**config.mk**
```make
export PLATFORM = sky130hd
export DESIGN_NAME = reaction_session_ctrl
export DESIGN_NICKNAME = d
export VERILOG_FILES = /design/src/rtl/reaction_session_ctrl.sv
export SDC_FILE = /design/constraint.sdc
export NUM_CORES = 1
export LEC_CHECK = 0
export BUFFER_PORTS_ARGS = -buffer_cell sky130_fd_sc_hd__buf_2
export CAP_MARGIN = 20
export CORE_UTILIZATION = 35
export CTS_BUF_LIST = sky130_fd_sc_hd__clkbuf_16
export DETAILED_ROUTE_END_ITERATION = 12
export PLACE_DENSITY_LB_ADDON = 0.1
export SYNTH_ARGS = -nofsm -noshare
export SYNTH_HDL_FRONTEND = slang
export SYNTH_SLANG_ARGS = --single-unit
```
**constraint.sdc**
```tcl
create_clock -name iClk -period 6.6 [get_ports iClk]
set_input_delay 0.33 -clock iClk [delete_from_list [all_inputs] [get_ports iClk]]
set_output_delay 0.33 -clock iClk [all_outputs]
set_load 0.01 [all_outputs]
```
**src/rtl/reaction_session_ctrl.sv**
```systemverilog
// reaction_session_ctrl
//
// Sequencer for a multi-round reaction-time test. A session runs
// 2^LOG2_ROUNDS rounds. Each round waits iSW plus a pseudo-random number of
// time-base ticks, lights the stimulus LED, and times the subject's stop
// press in ticks. Last, best and average reaction times are published.
//
// Optional feature macro: FALSE_START_EN
//   defined   : a stop press while waiting (DELAY) is a false start; the block
//               enters FAULT for GAP_TICKS ticks and repeats the same round.
//   undefined : stop presses in DELAY are ignored, oFault is tied low.
//
// Ports
//   iClk    in   system clock, rising edge
//   iRst    in   asynchronous active-low reset
//   iTick   in   one-cycle time-base strobe; all delay/reaction timing uses it
//   iStart  in   start a session (honoured in IDLE or DONE only)
//   iStop   in   stop button (synchronous, debounced); rising edge used
//   iSW     in   base delay in ticks
//   oLed    out  stimulus LED
//   oBusy   out  session in progress (DELAY, REACT, GAP, FAULT)
//   oDone   out  session finished, results held
//   oFault  out  false-start indicator
//   oRound  out  current round index
//   oTime   out  last recorded reaction time
//   oBest   out  minimum reaction time this session
//   oAvg    out  session average reaction time
//   oState  out  debug view of the sequencer state encoding

module reaction_session_ctrl #(
  parameter int LOG2_ROUNDS = 2,
  parameter int TIME_W      = 8,
  parameter int DELAY_W     = 4,
  parameter int GAP_TICKS   = 2
) (
  input  logic                   iClk,
  input  logic                   iRst,
  input  logic                   iTick,
  input  logic                   iStart,
  input  logic                   iStop,
  input  logic [DELAY_W-1:0]     iSW,
  output logic                   oLed,
  output logic                   oBusy,
  output logic                   oDone,
  output logic                   oFault,
  output logic [LOG2_ROUNDS-1:0] oRound,
  output logic [TIME_W-1:0]      oTime,
  output logic [TIME_W-1:0]      oBest,
  output logic [TIME_W-1:0]      oAvg,
  output logic [2:0]             oState
);

  localparam int SUM_W = TIME_W + LOG2_ROUNDS;
  localparam int GAP_W = $clog2(GAP_TICKS + 1);
  localparam logic [TIME_W-1:0]      TIME_MAX    = '1;
  localparam logic [TIME_W-1:0]      TIME_MAX_M1 = TIME_MAX - 1'b1;
  localparam logic [LOG2_ROUNDS-1:0] LAST_ROUND  = '1;
  localparam logic [GAP_W-1:0]       GAP_LOAD    = GAP_W'(GAP_TICKS);
  localparam logic [GAP_W-1:0]       GAP_ONE     = GAP_W'(1);
  localparam logic [DELAY_W:0]       DELAY_ONE   = (DELAY_W+1)'(1);

`ifdef FALSE_START_EN
  typedef enum logic [2:0] {IDLE, DELAY, REACT, GAP, DONE, FAULT} state_t;
`else
  typedef enum logic [2:0] {IDLE, DELAY, REACT, GAP, DONE} state_t;
`endif

  state_t               rState;
  logic [7:0]           rLfsr;
  logic                 rStopD;
  logic [DELAY_W:0]     rDelayCnt;
  logic [TIME_W-1:0]    rCount;
  logic [GAP_W-1:0]     rGapCnt;
  logic [SUM_W-1:0]     rSum;

  logic                 lfsrFb;
  logic                 stopEdge;
  logic [DELAY_W:0]     delayLoad;

  // Fibonacci LFSR, x^8+x^6+x^5+x^4+1, free-running every clock so the
  // per-round delay depends on when the subject started the session.
  assign lfsrFb = rLfsr[7] ^ rLfsr[5] ^ rLfsr[4] ^ rLfsr[3];

  // One extra bit so iSW + 7 + 1 cannot wrap; the +1 keeps the delay >= 1.
  assign delayLoad = {1'b0, iSW} + (DELAY_W+1)'(rLfsr[2:0]) + DELAY_ONE;

  // A press already held on REACT entry has no rising edge and is ignored.
  assign stopEdge = iStop & ~rStopD;

  assign oState = rState;

`ifndef FALSE_START_EN
  assign oFault = 1'b0;
`endif

  always_ff @(posedge iClk or negedge iRst) begin
    if (!iRst) begin
      rState    <= IDLE;
      rLfsr     <= 8'hA5;
      rStopD    <= 1'b0;
      rDelayCnt <= '0;
      rCount    <= '0;
      rGapCnt   <= '0;
      rSum      <= '0;
      oLed      <= 1'b0;
      oBusy     <= 1'b0;
      oDone     <= 1'b0;
`ifdef FALSE_START_EN
      oFault    <= 1'b0;
`endif
      oRound    <= '0;
      oTime     <= '0;
      oBest     <= '1;
      oAvg      <= '0;
    end else begin
      rLfsr  <= {rLfsr[6:0], lfsrFb};
      rStopD <= iStop;

      case (rState)
        IDLE, DONE: begin
          if (iStart) begin
            rDelayCnt <= delayLoad;
            oRound    <= '0;
            rSum      <= '0;
            oBest     <= '1;
            oDone     <= 1'b0;
            oBusy     <= 1'b1;
            oLed      <= 1'b0;
            rState    <= DELAY;
          end
        end

        DELAY: begin
`ifdef FALSE_START_EN
          if (stopEdge) begin
            oFault  <= 1'b1;
            oLed    <= 1'b0;
            rGapCnt <= GAP_LOAD;
            rState  <= FAULT;
          end else
`endif
          if (iTick) begin
            if (rDelayCnt == DELAY_ONE) begin
              oLed   <= 1'b1;
              rCount <= '0;
              rState <= REACT;
            end else begin
              rDelayCnt <= rDelayCnt - 1'b1;
            end
          end
        end

        REACT: begin
          // The stop press beats a coincident tick: record the un-incremented count.
          if (stopEdge) begin
            oTime   <= rCount;
            rSum    <= rSum + SUM_W'(rCount);
            if (rCount < oBest) oBest <= rCount;
            oLed    <= 1'b0;
            rGapCnt <= GAP_LOAD;
            rState  <= GAP;
          end else if (iTick) begin
            if (rCount == TIME_MAX_M1) begin
              // Timeout: saturated value is recorded; it can never lower oBest.
              rCount  <= TIME_MAX;
              oTime   <= TIME_MAX;
              rSum    <= rSum + SUM_W'(TIME_MAX);
              oLed    <= 1'b0;
              rGapCnt <= GAP_LOAD;
              rState  <= GAP;
            end else begin
              rCount <= rCount + 1'b1;
            end
          end
        end

        GAP: begin
          if (iTick) begin
            if (rGapCnt == GAP_ONE) begin
              if (oRound == LAST_ROUND) begin
                oAvg   <= rSum[SUM_W-1:LOG2_ROUNDS];
                oDone  <= 1'b1;
                oBusy  <= 1'b0;
                rState <= DONE;
              end else begin
                oRound    <= oRound + 1'b1;
                rDelayCnt <= delayLoad;
                rState    <= DELAY;
              end
            end else begin
              rGapCnt <= rGapCnt - 1'b1;
            end
          end
        end

`ifdef FALSE_START_EN
        FAULT: begin
          // Same round is retried; nothing was recorded for the aborted attempt.
          if (iTick) begin
            if (rGapCnt == GAP_ONE) begin
              oFault    <= 1'b0;
              rDelayCnt <= delayLoad;
              rState    <= DELAY;
            end else begin
              rGapCnt <= rGapCnt - 1'b1;
            end
          end
        end
`endif

        default: begin
          oLed   <= 1'b0;
          oBusy  <= 1'b0;
          rState <= IDLE;
        end
      endcase
    end
  end

endmodule
```
==> metrics.txt, run 1 <==
Final min period 2710 ps; std cell rows 36; Area after DPL between 3000 and 4000 um^2; initial core utilization 36.4%; most frequent cells in the layout dfrtp_1, buf_2, nand2_1; WP data arrival approximately 2900 ps; Final period util approximately two fifths; Detailed Route Iter0 Violations 62; Synth async-reset ratio 100%; H-tree levels 3; via/cell ratio 5.01; WL met3 233 um; TNS Setup 0 ps; initial antenna violation count 0; final worst slack just under 4000 ps; Worst Skew 9.63 ps; fraction of layout cells with a size suffix above 1 approximately a quarter; area fraction of the dominant cell type after synthesis 37.6%; unrepaired setup endpoints after global routing no; HPWL Detailed 5.22 mm; Startpoint Class flop; cell accounting for the most synthesized area dfrtp_1; main flop type after synthesis dfrtp_1; Post-Syn Nets 379; Max Transition Viols Final 0; Synth Instances 344; WL met2 3.40 mm; ANT cells 0; Max-Cap Viols 0; clock root cell clkbuf_16; Place WS 3770 ps; fmax 0.370 GHz; Die Ht between 100 and 150 um; clock latency on the worst-skew pair 330 ps; Slew HR 34.6%; # resized after CTS 0; static leakage 2.00 nW; Slew @ Worst Pin 973 ps; final setup vio count 0; Final ANT Viol Nets 0; Synth Area per Inst ~10 um^2; Die ar. 10,700 um^2; status complete, no violations; DRC errors left 0; number of global-route vias before repair 2,612; register bit total from synthesis 66; Synth Cell Area 3590 um^2; global-route wire length before repair 13.0 mm; width of the die between 100 and 150 um; GR Overflow Total 0; area grow syn2layout 17.3%; Routed WL per cell 14.4 um; yosys warns 0; crit path max fanout 11; critical path class reg -> reg; GP Congestion 0.767; gr usage total 16.2%; DRT Pass-1 Iters 4; sequential fraction of the synthesis area 46.4%; Met1 Routed Length ~3.8 mm; port bufs 40; VDD IR max 0.155 mV; Hold Crit Class in -> reg; CTS tree built; core area around 10000 um^2; Via Count 2,624; Worst-path clk slew 50 ps; total CTS buffers 9; TritonCTS sink count 66; IO Count 42; top layer in use met4; hold buffer count at cts 0; Synth area leaders dfrtp_1, dfstp_2, ha_1, mux2_2, nand2_1; Worst EP required 6810 ps; CP endpoint kind flop; Post-CTS Setup Bufs 0; DRT Wirelength 7.56 mm; Final Instance Area 4210 um^2; PD cells 370 nW/um^2; number of synthesized flops with an enable pin 0; Fin. Hold Viols 0; pin count of the biggest net entering global routing 67; Cell variety after synth 56; Nets 421; CTS Buffer Depth 2; commonest non-fill, non-tap cell in the layout dfrtp_1
-- metal layers --
| metal | vias up | GRT usage, % |
|---|---|---|
| met2 | 50 | 24.7 |
| met5 | - | 0 |
| met3 | 13 | 3.16 |
| li1 | 1308 | - |
| met1 | 1253 | 22.3 |
| met4 | 0 | 7.37 |
-- state kept, by name, summed over array words and instances (netlist names) --
register,flops
rSum,10
oAvg,8
oBest,8
oTime,8
rCount,8
rLfsr,8
rDelayCnt,5
oState,3
oRound,2
rGapCnt,2
oBusy,1
oDone,1
oLed,1
rStopD,1
-- critical path: stages (launching register included) --
cell	delay [ps]
dfrtp_1	350
nor2b_1	710
nand2_1	130
ha_1	240
fa_1	400
nand2_1	110
a21oi_1	110
o21a_1	180
nor2_1	110
xnor2_1	80
a22o_1	170
-- cells in the mapped netlist, types with 2 or more instances --
library cell  number
o21ai_0           20
buf_2              5
nand2b_1           9
fa_1               2
nand3_1            8
a21oi_1           18
mux2i_1            2
xnor2_1            7
nand2_1           29
mux2_2            15
nor3_1             4
o21ai_1            3
nor2b_1            4
dfstp_2           12
nand3b_1           2
o31ai_1            4
or3_1              5
inv_1             21
o211ai_1           3
nor2_1            24
dfrtp_1           54
buf_4              3
nand4_1            4
and2_1             3
a31oi_1            3
a22o_1            11
ha_1              24
o22a_1             7
clkbuf_1           4
xor2_1             5
a21o_1             3
nor3_2             2
-- final cells by class --
| cell class | instances | area (um^2) |
|---|---|---|
| timing repair buffer | 43 | 223 |
| clock inverter | 7 | 70.1 |
| clock buffer | 9 | 225 |
| inverter | 21 | 78.8 |
| tap | 133 | 166 |
| sequential | 66 | 1670 |
| fill | 983 | 5650 |
| multi-input combinational | 245 | 1780 |
-- stage by stage --
step	power (mW)	hold WS [ps]	util (%)	cells
after global placement	1.09	340	39.7	508
final	1.56	124	42.7	524
after global routing	1.69	121	42.7	524
after CTS	1.58	113	42.7	524
after floorplan	0.952	34.4	-	344
after detailed placement	1.10	338	39.7	508
-- cell families (layout without fill, tap and decap cells) --
group / count (synthesis) / count (layout) / synth area share [%]
compound gates: 85 / 85 / 16.6
xor+xnor: 12 / 12 / 2.93
fa+ha+maj: 26 / 26 / 9.47
buf+inv: 33 / 80 / 3.94
flops: 66 / 66 / 46.4
mux: 17 / 17 / 5.26
other cells: 1 / 1 / 0.104
simple gates: 104 / 104 / 15.3
-- where the power goes --
part / switching (mW) / total (mW) / internal [mW]
clock network: 0.182 / 0.472 / 0.291
registers: 0.0878 / 0.603 / 0.515
logic: 0.264 / 0.482 / 0.218
-- final timing paths --
path / from / to / slack [ps] / depth (start not counted)
setup / recovery: rStopD$_DFF_PN0_ / rSum[6]$_DFFE_PN0P_ / 3890 / 10
hold / removal: iStop / rStopD$_DFF_PN0_ / 120 / 1
setup reg to reg: rStopD$_DFF_PN0_ / rSum[6]$_DFFE_PN0P_ / 3890 / 10
hold reg to reg: rLfsr[6]$_DFF_PN0_ / rLfsr[7]$_DFF_PN1_ / 360 / 0
max in group asynchronous: iRst / rCount[3]$_DFFE_PN0P_ / 5860 / 2
min in group asynchronous: iRst / oAvg[3]$_DFFE_PN0P_ / 190 / 2
Note: power is estimated with default switching activity, not from simulation.
==> run 2: changes to the inputs <==
==> constraint.sdc (replaced) <==
create_clock -name iClk -period 2.73 [get_ports iClk]
set_input_delay 0.1365 -clock iClk [delete_from_list [all_inputs] [get_ports iClk]]
set_output_delay 0.1365 -clock iClk [all_outputs]
set_load 0.01 [all_outputs]
==> run 2 against run 1 <==
Against the previous run: total power rose by 150%; critical path depth rose by 3; non-clock buffer count rose by 14; utilization rose by 1.4 points; first-iteration DRC count rose by 39%; die area did not move; sequential share of layout area fell by 1.2 points; largest cell class unchanged.
==> metrics.txt, run 2 (synthesis results as in run 1) <==
CTS tree built; Hold Crit Class in -> reg; Max-Cap Viols 0; Area after DPL 4010 um^2; Final period util 85.4%; Fin. Hold Viols 0; Die Ht 103 um; TritonCTS sink count 66; commonest non-fill, non-tap cell in the layout dfrtp_1; GR Overflow Total 0; width of the die 103 um; DRC errors left 0; Reg2Reg Setup Slack 480 ps; Slew HR a little under three fifths; total CTS buffers 9; Slew @ Worst Pin 664 ps; clock latency on the worst-skew pair 330 ps; hold endpoint oLed$_DFFE_PN0P_; DRT Pass-1 Iters 4; critical path class in -> reg; pin count of the biggest net entering global routing 40; Worst Hold Path Cells 3; GP Congestion 0.747; Worst-path clk slew 50 ps; fraction of layout cells with a size suffix above 1 a little over a quarter; Max Transition Viols Final 0; ANT cells 0; area grow syn2layout 21.1%; worst flop-to-flop path startpoint oBest[5]$_DFFE_PN1P_; Register Area around 1700 um^2; TNS Setup 0 ps; most frequent cells in the layout dfrtp_1, buf_2, nand2_1; # resized after CTS 0; PD cells 889 nW/um^2; initial antenna violation count 0; status complete, no violations; Worst EP required 2940 ps; Power, Total 3.87 mW; max reg flops 10; gr usage total between 10% and 20%; number of global-route vias before repair between 2,000 and 3,000; core area 9860 um^2; IO Count 42; unrepaired setup endpoints after global routing no; # placed instances 519; CP endpoint kind flop; fmax 0.429 GHz; std cell rows 36; Final ANT Viol Nets 0; Worst Skew 7.23 ps; CTS Buffer Depth 2; Die ar. 10,700 um^2; clock root cell clkbuf_16; VDD IR max 0.462 mV; reg2reg end oBest[1]$_DFFE_PN1P_; H-tree levels 3; Reg with most FFs rSum; Startpoint Class input port; Routed WL per cell 14.6 um; WP data arrival around 2500 ps; HP Start iTick; crit path max fanout 11; Detailed Route Iter0 Violations 86; HPWL Detailed 5.70 mm; Non-Filler Instances 538; via/cell ratio 5.03; Nets roughly 440; Via Count 2,704; footprint of the multi-input gates 1780 um^2; initial core utilization 36.4%; final setup vio count 0; worst reg2reg path depth 7; static leakage around 2.1 nW; Final Instance Area 4350 um^2; Final min period 2330 ps; global-route wire length before repair 12.9 mm; DRT Wirelength 7.85 mm; port bufs 40; # fillers 938
[run 2: layout make-up]
cell class | count | share of cell area (%)
clock buffers | 9 | 5.18
clock inverters | 7 | 1.96
inverters | 21 | 1.81
multi-input cells | 245 | 41.0
flip-flops and latches | 66 | 38.3
well taps | 133 | 3.83
repair buffers | 57 | 7.88
[run 2: worst max-delay path: stages]
cell and delay [ps]:
dlygate4sd3_1 520, buf_2 100, nor2b_1 120, buf_4 200, nand2_1 80, ha_1 200
fa_1 410, nand2_1 110, a21oi_1 100, o21a_1 180, nor2_1 100, xnor2_1 80
a22o_1 180
[run 2: worst max path at each step]
stage	from	endpoint	slack (ps)	cells past startpoint
6_report	iStop	rSum[6]$_DFFE_PN0P_	400	13
5_1_grt	iStop	rSum[6]$_DFFE_PN0P_	240	13
2_1_floorplan	oBest[5]$_DFFE_PN1P_	oBest[1]$_DFFE_PN1P_	420	6
4_1_cts	rDelayCnt[0]$_DFFE_PN0P_	rDelayCnt[3]$_DFFE_PN0P_	280	7
3_5_place_dp	rDelayCnt[0]$_DFFE_PN0P_	rDelayCnt[3]$_DFFE_PN0P_	280	7
3_3_place_gp	rDelayCnt[0]$_DFFE_PN0P_	rDelayCnt[3]$_DFFE_PN0P_	370	7
[run 2: stage by stage]
| step | setup WS, ps | hold slack, ps | utilization (%) |
|---|---|---|---|
| finish | 399 | 229 | 44.1 |
| global route | 242 | 239 | 44.1 |
| CTS | 283 | 219 | 44.0 |
| detailed placement | 278 | 217 | 40.7 |
| global placement | 373 | 216 | 40.7 |
| floorplan | 420 | -159 | - |
[run 2: power breakdown]
group | switching [mW] | leakage (nW) | total (mW) | internal (mW)
sequential | 0.199 | 0.840 | 1.45 | 1.25
clock | 0.415 | 0.154 | 1.20 | 0.789
combinational | 0.658 | 1.10 | 1.22 | 0.560
total | 1.27 | 2.09 | 3.87 | 2.60
[run 2: repair_timing]
action	in CTS	in global routing
hold buffers	2	0
endpoints found under the hold margin	28	0
buffers inserted	0	0
[run 2: per-layer routing]
layer	routed length (um)	GRT usage [%]	vias to the layer above
met5	0	0	-
met4	165	7.26	0
met3	228	3.83	13
met2	3680	25.4	45
met1	3780	21.3	1308
li1	-	-	1338
==> run 3: changes to the inputs <==
--- a/config.mk
+++ b/config.mk
@@ -7,9 +7,11 @@
 export LEC_CHECK = 0
 export BUFFER_PORTS_ARGS = -buffer_cell sky130_fd_sc_hd__buf_2
 export CAP_MARGIN = 20
+export CORE_ASPECT_RATIO = 0.9
 export CORE_UTILIZATION = 35
 export CTS_BUF_LIST = sky130_fd_sc_hd__clkbuf_16
 export DETAILED_ROUTE_END_ITERATION = 12
+export MAX_ROUTING_LAYER = met4
 export PLACE_DENSITY_LB_ADDON = 0.1
 export SYNTH_ARGS = -nofsm -noshare
 export SYNTH_HDL_FRONTEND = slang
==> run 3 against run 2 <==
Against the previous run: the run now ends with negative hold slack left; clock-buffer cell count did not move; sequential cell count is the same; worst hold slack worse by 240 ps; wire length rose by 3.3%; via count is 0.85% higher; critical path type unchanged; critical endpoint unchanged; highest routed layer unchanged.
==> metrics.txt, run 3 (synthesis results as in run 1) <==
Worst EP required 2950 ps; Routed WL per cell 15.4 um; Setup crit start iStop; initial antenna violation count 0; Slew HR 42.6%; number of global-route vias before repair 2,735; critical path class in -> reg; Final ANT Viol Nets 0; pin count of the biggest net entering global routing 67; Non-Filler Instances 528; global-route wire length before repair 14.0 mm; commonest non-fill, non-tap cell in the layout dfrtp_1; most frequent cells in the layout dfrtp_1, buf_2, nand2_1; CTS tree built; DRT Wirelength 8.11 mm; Startpoint Class input port; max reg flops 10; GR Overflow Total 0; Final Instance Area 4340 um^2; final worst slack between 300 and 400 ps; HPWL Detailed 5.75 mm; static leakage 2.09 nW; Reg with most FFs rSum; total CTS buffers 9; VDD IR max 0.426 mV; hold slack -12.2 ps; Final min period 2360 ps; # placed instances 510; DRT Pass-1 Iters 4; CTS Buffer Depth 2; Fin. Hold Viols 5; Max-Cap Viols 0; Area after DPL a little under 4000 um^2; Hold Crit Class in -> async; gr usage total 17.6%; worst reg2reg path depth 7; TritonCTS sink count 66; Final period util between 80% and 90%; DRC errors left 0; width of the die 109 um; TNS Setup 0 ps; crit path max fanout 11; IO Count 42; clock latency on the worst-skew pair 330 ps; Reg2Reg Setup Slack between 300 and 400 ps; final setup vio count 0; Die Ht roughly 98 um; core area between 9000 and 10,000 um^2; Max Transition Viols Final 0; status complete, but fails checks; unrepaired setup endpoints after global routing no; fmax 0.423 GHz; PD cells 929 nW/um^2; area grow syn2layout 20.9%; port bufs 40; clock root cell clkbuf_16; initial core utilization 36.6%; Via Count 2,727; std cell rows 34; CP endpoint kind flop; reg2reg end oBest[4]$_DFFE_PN1P_; H-tree levels 3; fraction of layout cells with a size suffix above 1 26.9%; Power, Total just over 4 mW; Nets 432; failing checks negative hold slack; Place WS 346 ps; Die ar. 10,700 um^2; Slew @ Worst Pin between 800 and 900 ps; GP Congestion 0.765; Detailed Route Iter0 Violations 148; via/cell ratio 5.16; Worst Skew about 6.4 ps; worst flop-to-flop path startpoint oBest[5]$_DFFE_PN1P_; Worst-path clk slew ~60 ps; WP data arrival 2590 ps; ANT cells 0
run 3: cell type report:
cell class / instances / area, um^2
flip-flops and latches: 66 / 1670
fillers: 959 / 5490
well taps: 126 / 158
repair buffers: 54 / 305
multi-input cells: 245 / 1780
clock inverters: 7 / 124
inverters: 21 / 78.8
clock buffers: 9 / 225
run 3: layer usage:
layer,GRT usage [%],wire length [um]
met1,24.4,4110
met2,24.9,3510
met3,4.67,407
met4,5.41,75
met5,-,0
run 3: worst max-delay path: stages:
cell,delay [ps]
dlygate4sd3_1,520
buf_2,100
nor2b_1,130
buf_4,210
nand2_1,80
ha_1,210
fa_1,400
nand2_1,110
a21oi_1,120
o21a_1,190
nor2_1,110
xnor2_1,80
a22o_1,170
run 3: worst max path at each step:
stage	endpoint	slack, ps	depth (start not counted)
4_1_cts	rDelayCnt[3]$_DFFE_PN0P_	350	7
2_1_floorplan	oBest[1]$_DFFE_PN1P_	420	6
3_3_place_gp	oBest[1]$_DFFE_PN1P_	400	7
3_5_place_dp	rDelayCnt[3]$_DFFE_PN0P_	350	7
5_1_grt	rSum[7]$_DFFE_PN0P_	220	11
6_report	rSum[6]$_DFFE_PN0P_	370	13
run 3: where the power goes:
| group | leakage [nW] | switching, mW | internal [mW] | total (mW) |
|---|---|---|---|---|
| Clock | 0.167 | 0.452 | 0.900 | 1.35 |
| Sequential | 0.840 | 0.207 | 1.25 | 1.45 |
| Combinational | 1.08 | 0.675 | 0.555 | 1.23 |
| Total | 2.09 | 1.33 | 2.70 | 4.03 |
run 3: timing repair:
| item | CTS | global route |
|---|---|---|
| hold buffers | 1 | 0 |
| resized for setup | 0 | 0 |
| hold endpoints to repair | 1 | 0 |
| buffers inserted | 0 | 0 |
run 3: metrics by stage:
step / hold WS (ps) / util (%)
finish: -12.2 / 44.2
global route: 97.8 / 44.2
CTS: 37.5 / 44.1
detailed placement: 267 / 40.5
global placement: 257 / 40.5
floorplan: -159 / -
